--- config.mk ---
export PLATFORM = sky130hd
export DESIGN_NAME = gcd_sub_ctrl
export DESIGN_NICKNAME = d
export VERILOG_FILES = /design/src/rtl/gcd_sub_ctrl.sv
export SDC_FILE = /design/constraint.sdc
export NUM_CORES = 1
export LEC_CHECK = 0
export ABC_AREA = 0
export CAP_MARGIN = 15
export CORE_ASPECT_RATIO = 0.75
export CORE_MARGIN = 4
export CORE_UTILIZATION = 45
export CTS_BUF_LIST = sky130_fd_sc_hd__clkbuf_16
export DETAILED_ROUTE_END_ITERATION = 8
export PLACE_DENSITY = 0.84
export SKIP_LAST_GASP = 1
export SLEW_MARGIN = 20
export SYNTH_ARGS = -nofsm -noshare
export SYNTH_HDL_FRONTEND = slang
export SYNTH_SLANG_ARGS = --single-unit
--- constraint.sdc ---
create_clock -name clk -period 3.2 [get_ports clk]
set_input_delay 0.32 -clock clk [delete_from_list [all_inputs] [get_ports clk]]
set_output_delay 0.32 -clock clk [all_outputs]
set_load 0.01 [all_outputs]
--- src/rtl/gcd_sub_ctrl.sv ---
// Controller for a subtract-based Euclid GCD unit driving an external combinational subtractor.
// Optional iteration counter output resp_iters is enabled by defining GCD_ITER_COUNT_EN.
module gcd_sub_ctrl #(
   parameter int WIDTH = 32,
   parameter int CNT_W = 32
) (
   input  logic             clk,
   input  logic             rst_n,
   input  logic             req_valid,
   output logic             req_ready,
   input  logic [WIDTH-1:0] req_a,
   input  logic [WIDTH-1:0] req_b,
   output logic [WIDTH-1:0] sub_a,
   output logic [WIDTH-1:0] sub_b,
   input  logic [WIDTH-1:0] sub_diff,
   output logic             resp_valid,
   input  logic             resp_ready,
   output logic [WIDTH-1:0] resp_gcd
`ifdef GCD_ITER_COUNT_EN
   ,
   output logic [CNT_W-1:0] resp_iters
`endif
);

   typedef enum logic [1:0] {IDLE, CALC, DONE} state_t;

   state_t           state_q, state_d;
   logic [WIDTH-1:0] a_q, a_d;
   logic [WIDTH-1:0] b_q, b_d;
   logic [WIDTH-1:0] gcd_q, gcd_d;
   logic             accept;

   // The external subtractor is fixed at 32 bits.
   if (WIDTH != 32 || CNT_W < 1) begin : g_cfg_check
      $error("gcd_sub_ctrl: WIDTH must be 32 and CNT_W at least 1");
   end

   assign accept     = (state_q == IDLE) && req_valid;
   assign req_ready  = (state_q == IDLE);
   assign resp_valid = (state_q == DONE);
   assign sub_a      = a_q;
   assign sub_b      = b_q;
   assign resp_gcd   = gcd_q;

   always_ff @(posedge clk) begin
      if (!rst_n) begin
         state_q <= IDLE;
         a_q     <= '0;
         b_q     <= '0;
         gcd_q   <= '0;
      end else begin
         state_q <= state_d;
         a_q     <= a_d;
         b_q     <= b_d;
         gcd_q   <= gcd_d;
      end
   end

   always_comb begin
      state_d = state_q;
      a_d     = a_q;
      b_d     = b_q;
      gcd_d   = gcd_q;
      case (state_q)
         IDLE: begin
            if (accept) begin
               a_d     = req_a;
               b_d     = req_b;
               state_d = CALC;
            end
         end
         CALC: begin
            // One Euclid step per cycle; the A>=B branch takes the external difference.
            if (b_q == '0) begin
               gcd_d   = a_q;
               state_d = DONE;
            end else if (a_q < b_q) begin
               a_d = b_q;
               b_d = a_q;
            end else begin
               a_d = sub_diff;
            end
         end
         DONE: begin
            if (resp_ready) begin
               state_d = IDLE;
            end
         end
         default: state_d = IDLE;
      endcase
   end

`ifdef GCD_ITER_COUNT_EN
   logic [CNT_W-1:0] iters_q;

   function automatic logic [CNT_W-1:0] sat_inc(input logic [CNT_W-1:0] v);
      return (&v) ? v : v + 1'b1;
   endfunction

   always_ff @(posedge clk) begin
      if (!rst_n) begin
         iters_q <= '0;
      end else if (accept) begin
         iters_q <= '0;
      end else if (state_q == CALC) begin
         iters_q <= sat_inc(iters_q);
      end
   end

   assign resp_iters = iters_q;
`endif

endmodule

==> metrics.md, run 1 <==
| Metric | Value |
|---|---|
| Hold Crit Class | `reg2reg` |
| CTS Sinks | `98` |
| EDFF count, synth | `0` |
| Pre-CTS setup slack | `163 ps` |
| Top post-synthesis cells by count | `nand2_1 (170), dfxtp_1 (98), nand3_1 (66)` |
| WL/cell | `19.0 um` |
| # Max-Cap Violations | `0` |
| Largest net degree at the start of global routing | `66` |
| Largest buffer count on any clock path | `2` |
| Total die area | `14000 um^2` |
| Max H-tree Level | `3` |
| Initial antenna violation count | `0` |
| Final Hold Violating Endpoints | `0` |
| Fin crit share | `91.6%` |
| Layout cells sized above 1 | `8.75%` |
| Total CTS buffers | `9` |
| Post-CTS Setup Bufs | `0` |
| Initial Util | `46.6%` |
| Die X | `135 um` |
| GRT Total Usage | `28.2%` |
| Placed instance area | `7560 um^2` |
| Mean cell area of the mapped netlist | `7.69 um^2` |
| First-pass GRT wire length | `31.4 mm` |
| Area leader, netlist | `dfxtp_1` |
| Remaining antenna violation count | `0` |
| Routability cong. | `0.831` |
| Net count after synthesis | `840` |
| Min cycle time layout | `2930 ps` |
| VDD IR max | `0.324 mV` |
| IO Count | `198` |
| Final net count | `1017` |
| Finished Cell Area | `7870 um^2` |
| Ant diodes | `0` |
| Final setup TNS | `0 ps` |
| CTS-repair resized insts | `0` |
| Setup crit start kind | `register` |
| Worst setup EP type | `register` |
| Final setup skew | `7.21 ps` |
| Final hold slack | `463 ps` |
| Finished Core Util | `67.3%` |
| Clock slew at reported path FFs | `70 ps` |
| WL final | `20.0 mm` |
| Total grt overflow | `0` |
| Die span in y | `103 um` |
| Leakage | `3.09 nW` |
| Buffers on Ports | `197` |
| Layout filler cell count | `978` |
| Run status | `complete, no violations` |
| Layout area overhead | `44.4%` |
| Clk root buf | `clkbuf_16` |
| Slew Limit Headroom | `57.1%` |
| Top cell type's share of synthesized area | `36.0%` |
| Core Region | `11700 um^2` |
| FF+latch area | `1960 um^2` |
| Max Slew Vio Count | `0` |
| Final setup viols | `0` |
| Pwr/cell area | `483 nW/um^2` |
| Area of the multi-input gates | `3130 um^2` |
| Crit path kind | `reg2reg` |
| Vias in the first global route | `5840` |
| Cts hold-fix bufs | `0` |
| Critical path data arrival time | `3220 ps` |
| RSZ-0062 raised after global routing | `no` |
| Worst-Margin Slew | `643 ps` |
| Share of the yosys chip area belonging to registers | `36.0%` |
| DRT Pass-1 Iters | `5` |
| Worst skew pair latency | `340 ps` |
| Most frequent cell after synthesis | `nand2_1` |
| Max frequency | `341 MHz` |
| CP max FO | `33` |
| Row Count | `34` |
| Final worst setup slack | `270 ps` |
| Drc violations | `0` |
| Vias/cell | `5.73` |
| Iter 0 DRT Violations | `462` |
| Count of different cell masters after synthesis | `38` |
| CTS tree | `built` |
| Final HPWL DP | `13.7 mm` |
| Main synth FF type | `dfxtp_1` |
| DR vias | `6037` |
| Synth Instances | `709` |
| Synth Register Bits | `98` |
| Top post-synthesis cells by area | `dfxtp_1 (36%), nand2_1 (12%), ha_1 (7.1%)` |
| Post-Syn Area | `5450 um^2` |
| Critical Path RT | `3490 ps` |
| Yosys warns | `0` |
| Async S/R FF share, synth | `0%` |
routing by layer:
layer	wire length (um)	up-vias	track usage, %
met3	2410	16	8.90
met2	8710	351	43.1
met4	223	0	6.74
li1	-	2870	-
met1	8700	2800	39.1
met5	0	-	0
report_power, final:
part | internal [mW] | switching, mW
clock | 0.532 | 0.504
combinational | 0.600 | 0.697
sequential | 1.32 | 0.154
total | 2.45 | 1.35
path summary, 6_finish.rpt:
check,startpoint,slack [ps],cells past startpoint,end
setup / recovery,sub_b[19],270,10,sub_b[31]
hold reg to reg,resp_gcd[28],460,2,resp_gcd[28]
setup reg to reg,sub_b[19],270,10,sub_b[31]
hold / removal,resp_gcd[28],460,2,resp_gcd[28]
layout by cell type, fill, tap and decap left out, types with 2 or more instances in the layout:
master	n
nand3_1	66
a21boi_0	34
a221o_1	6
nor2_2	2
nand2b_1	2
clkdlybuf4s50_1	196
and3_1	32
ha_1	31
and4_1	3
nand2_1	170
dfxtp_1	98
a221o_2	26
clkbuf_16	9
buf_4	24
nor2b_1	4
clkinvlp_4	3
o21ai_0	36
a31oi_1	33
a21oi_1	43
clkinv_4	2
nor2_1	3
nor4_1	8
a21o_1	2
inv_1	33
and2_4	2
nand4_1	5
cells by family (layout without fill, tap and decap cells):
kind of cell    after synthesis  in the layout  synth area share [%]
compound gates              188            188                  24.1
fa+ha+maj                    31             31                  7.11
buf+inv                      89            271                  6.95
flops                        98             98                  36.0
simple gates                303            303                  25.8
state kept, by name (all words and copies together) (netlist names):
register	cells
state_q	2
sub_b	32
resp_gcd	32
sub_a	32
per-stage QoR:
stage	total power [mW]	instances
3_5_place_dp	2.76	1036
6_report	3.80	1053
5_1_grt	4.01	1053
3_3_place_gp	2.74	1036
2_1_floorplan	2.16	709
4_1_cts	3.79	1052
critical path, cell delays in order, from the launching register on:
cell,delay [ps]
dfxtp_1,400
inv_1,70
ha_1,310
a21oi_1,130
o21ai_0,110
a221oi_1,420
o2111ai_1,230
and2_4,320
nor4b_4,310
buf_4,360
a221o_2,210
cell type report:
class	instances	area share [%]
Clock buffer	9	2.86
Clock inverter	7	0.683
Inverter	33	1.57
Multi-Input combinational cell	522	39.8
Sequential cell	98	24.9
Tap cell	162	2.57
Timing Repair Buffer	222	27.6
No activity file was read; power rests on OpenSTA's default activity.
==> run 2: changes to the inputs <==
--- a/config.mk
+++ b/config.mk
@@ -13,6 +13,7 @@
 export CTS_BUF_LIST = sky130_fd_sc_hd__clkbuf_16
 export DETAILED_ROUTE_END_ITERATION = 8
 export PLACE_DENSITY = 0.84
+export RECOVER_POWER = 50
 export SKIP_LAST_GASP = 1
 export SLEW_MARGIN = 20
 export SYNTH_ARGS = -nofsm -noshare
==> run 2 against run 1 <==
Against the previous run: final cell count is the same; register-to-register slack is essentially flat; clock-buffer cell count is the same; clock skew shrank 0.72 ps; critical path type unchanged.
==> metrics.md, run 2 (synthesis gave the netlist of run 1 again) <==
| Metric | Value |
|---|---|
| Largest net degree at the start of global routing | `66` |
| Worst-Margin Slew | `644 ps` |
| Die X | `135 um` |
| Most frequent cells in the layout | `nand2_1 (170), clkdlybuf4s50_1 (98), dlygate4sd3_1 (98), dfxtp_1 (98), nand3_1 (66)` |
| Worst setup EP type | `register` |
| Pre-CTS setup slack | `163 ps` |
| IO Count | `198` |
| Initial antenna violation count | `0` |
| Layout Cells excl Fill | `1053` |
| Total die area | `14000 um^2` |
| CTS tree | `built` |
| Final HPWL DP | `13.7 mm` |
| Vias in the first global route | `5840` |
| Part of the power in the clock network | `27.5%` |
| DR vias | `6042` |
| Fin crit share | `91.4%` |
| Post-CTS Setup Bufs | `0` |
| VDD IR max | `0.320 mV` |
| WL final | `20.0 mm` |
| Run status | `complete, no violations` |
| Max H-tree Level | `3` |
| Internal | `2.41 mW` |
| Critical path data arrival time | `3210 ps` |
| Iter 0 DRT Violations | `528` |
| Slew Limit Headroom | `57.1%` |
| RSZ-0062 raised after global routing | `no` |
| Sw power | `1.35 mW` |
| Row Count | `34` |
| Ant diodes | `0` |
| Die span in y | `103 um` |
| First-pass GRT wire length | `31.4 mm` |
| Clock slew at reported path FFs | `70 ps` |
| Final Hold Violating Endpoints | `0` |
| Core Region | `11700 um^2` |
| Hold Crit Class | `reg2reg` |
| Final setup TNS | `0 ps` |
| GRT Total Usage | `28.2%` |
| Critical Path RT | `3490 ps` |
| Largest buffer count on any clock path | `2` |
| Final hold slack | `459 ps` |
| Buffers on Ports | `197` |
| Layout area overhead | `44.4%` |
| Min cycle time layout | `2920 ps` |
| R2R cell count | `10` |
| # Max-Cap Violations | `0` |
| CTS-repair resized insts | `0` |
| Pwr/cell area | `478 nW/um^2` |
| Final worst setup slack | `276 ps` |
| Final net count | `1017` |
| FF+latch area | `1960 um^2` |
| Layout cells sized above 1 | `8.75%` |
| M3 GR Usage | `8.90%` |
| Part of the power in registers | `39.0%` |
| # placed instances | `1036` |
| Combinational fraction of design power | `33.5%` |
| Final setup skew | `6.49 ps` |
| Hold path cells | `2` |
| Drc violations | `0` |
| Remaining antenna violation count | `0` |
| Most common cell after layout, fill and taps aside | `nand2_1` |
| Setup crit start kind | `register` |
| CP max FO | `33` |
| Cts hold-fix bufs | `0` |
| Total grt overflow | `0` |
| Area of the multi-input gates | `3130 um^2` |
| M2 GR Usage | `43.1%` |
| WL/cell | `18.9 um` |
| Fraction of power spent switching nets | `35.8%` |
| Worst skew pair latency | `340 ps` |
| Total CTS buffers | `9` |
| Final setup viols | `0` |
| Max frequency | `342 MHz` |
| Busiest grt layer | `met2` |
| Layout filler cell count | `978` |
| Clk root buf | `clkbuf_16` |
| Routability cong. | `0.831` |
| Crit path kind | `reg2reg` |
| Initial Util | `46.6%` |
| DRT Pass-1 Iters | `5` |
| Max Slew Vio Count | `0` |
| CTS Sinks | `98` |
| Vias/cell | `5.74` |
| Met1 Use GR | `39.1%` |
| Leakage | `3.37 nW` |
| Finished Core Util | `67.3%` |
| R2r setup slk | `280 ps` |
run 2: cell count changes in the layout (fill, tap and decap cells not counted), sizes merged:
cell,previous run,this run
dlygate4sd3,0,98
clkdlybuf4s50,196,98
run 2: worst max-delay path, stage by stage (launching register included):
cell and delay [ps]:
dfxtp_1 390, inv_1 60, ha_1 310, a21oi_1 130
o21ai_0 110, a221oi_1 420, o2111ai_1 230, and2_4 330
nor4b_4 310, buf_4 350, a221o_2 210
run 2: power groups by stage:
| stage | clock network [mW] | registers (mW) | logic (mW) |
|---|---|---|---|
| after floorplan | 0 | 1.50 | 0.660 |
| after global placement | 0 | 1.49 | 1.25 |
| after detailed placement | 0 | 1.49 | 1.27 |
| after CTS | 1.04 | 1.47 | 1.28 |
| after global routing | 1.10 | 1.48 | 1.38 |
| final | 1.03 | 1.47 | 1.26 |
run 2: metrics by stage:
stage / power [mW] / cell area [um^2]
2_1_floorplan: 2.16 / 5450
3_3_place_gp: 2.74 / 7560
3_5_place_dp: 2.76 / 7560
4_1_cts: 3.79 / 7840
5_1_grt: 3.97 / 7870
6_report: 3.76 / 7870
run 2: final cells by class:
type / count / area share, %
clock inverter: 7 / 0.683
multi-input combinational: 522 / 39.8
clock buffer: 9 / 2.86
inverter: 33 / 1.57
tap: 162 / 2.57
sequential: 98 / 24.9
timing repair buffer: 222 / 27.6
run 2: metal layers:
layer  share of wire (%)  vias up
li1                    -     2875
met1                  44     2833
met2                  43      316
met3                  11       18
met4                 1.4        0
met5                   0        -
run 2: final timing paths:
kind | start | end
worst min-delay path | resp_gcd[28] | resp_gcd[28]
worst min register to register | resp_gcd[28] | resp_gcd[28]
worst max register to register | sub_b[19] | sub_b[31]
worst max-delay path | sub_b[19] | sub_b[31]
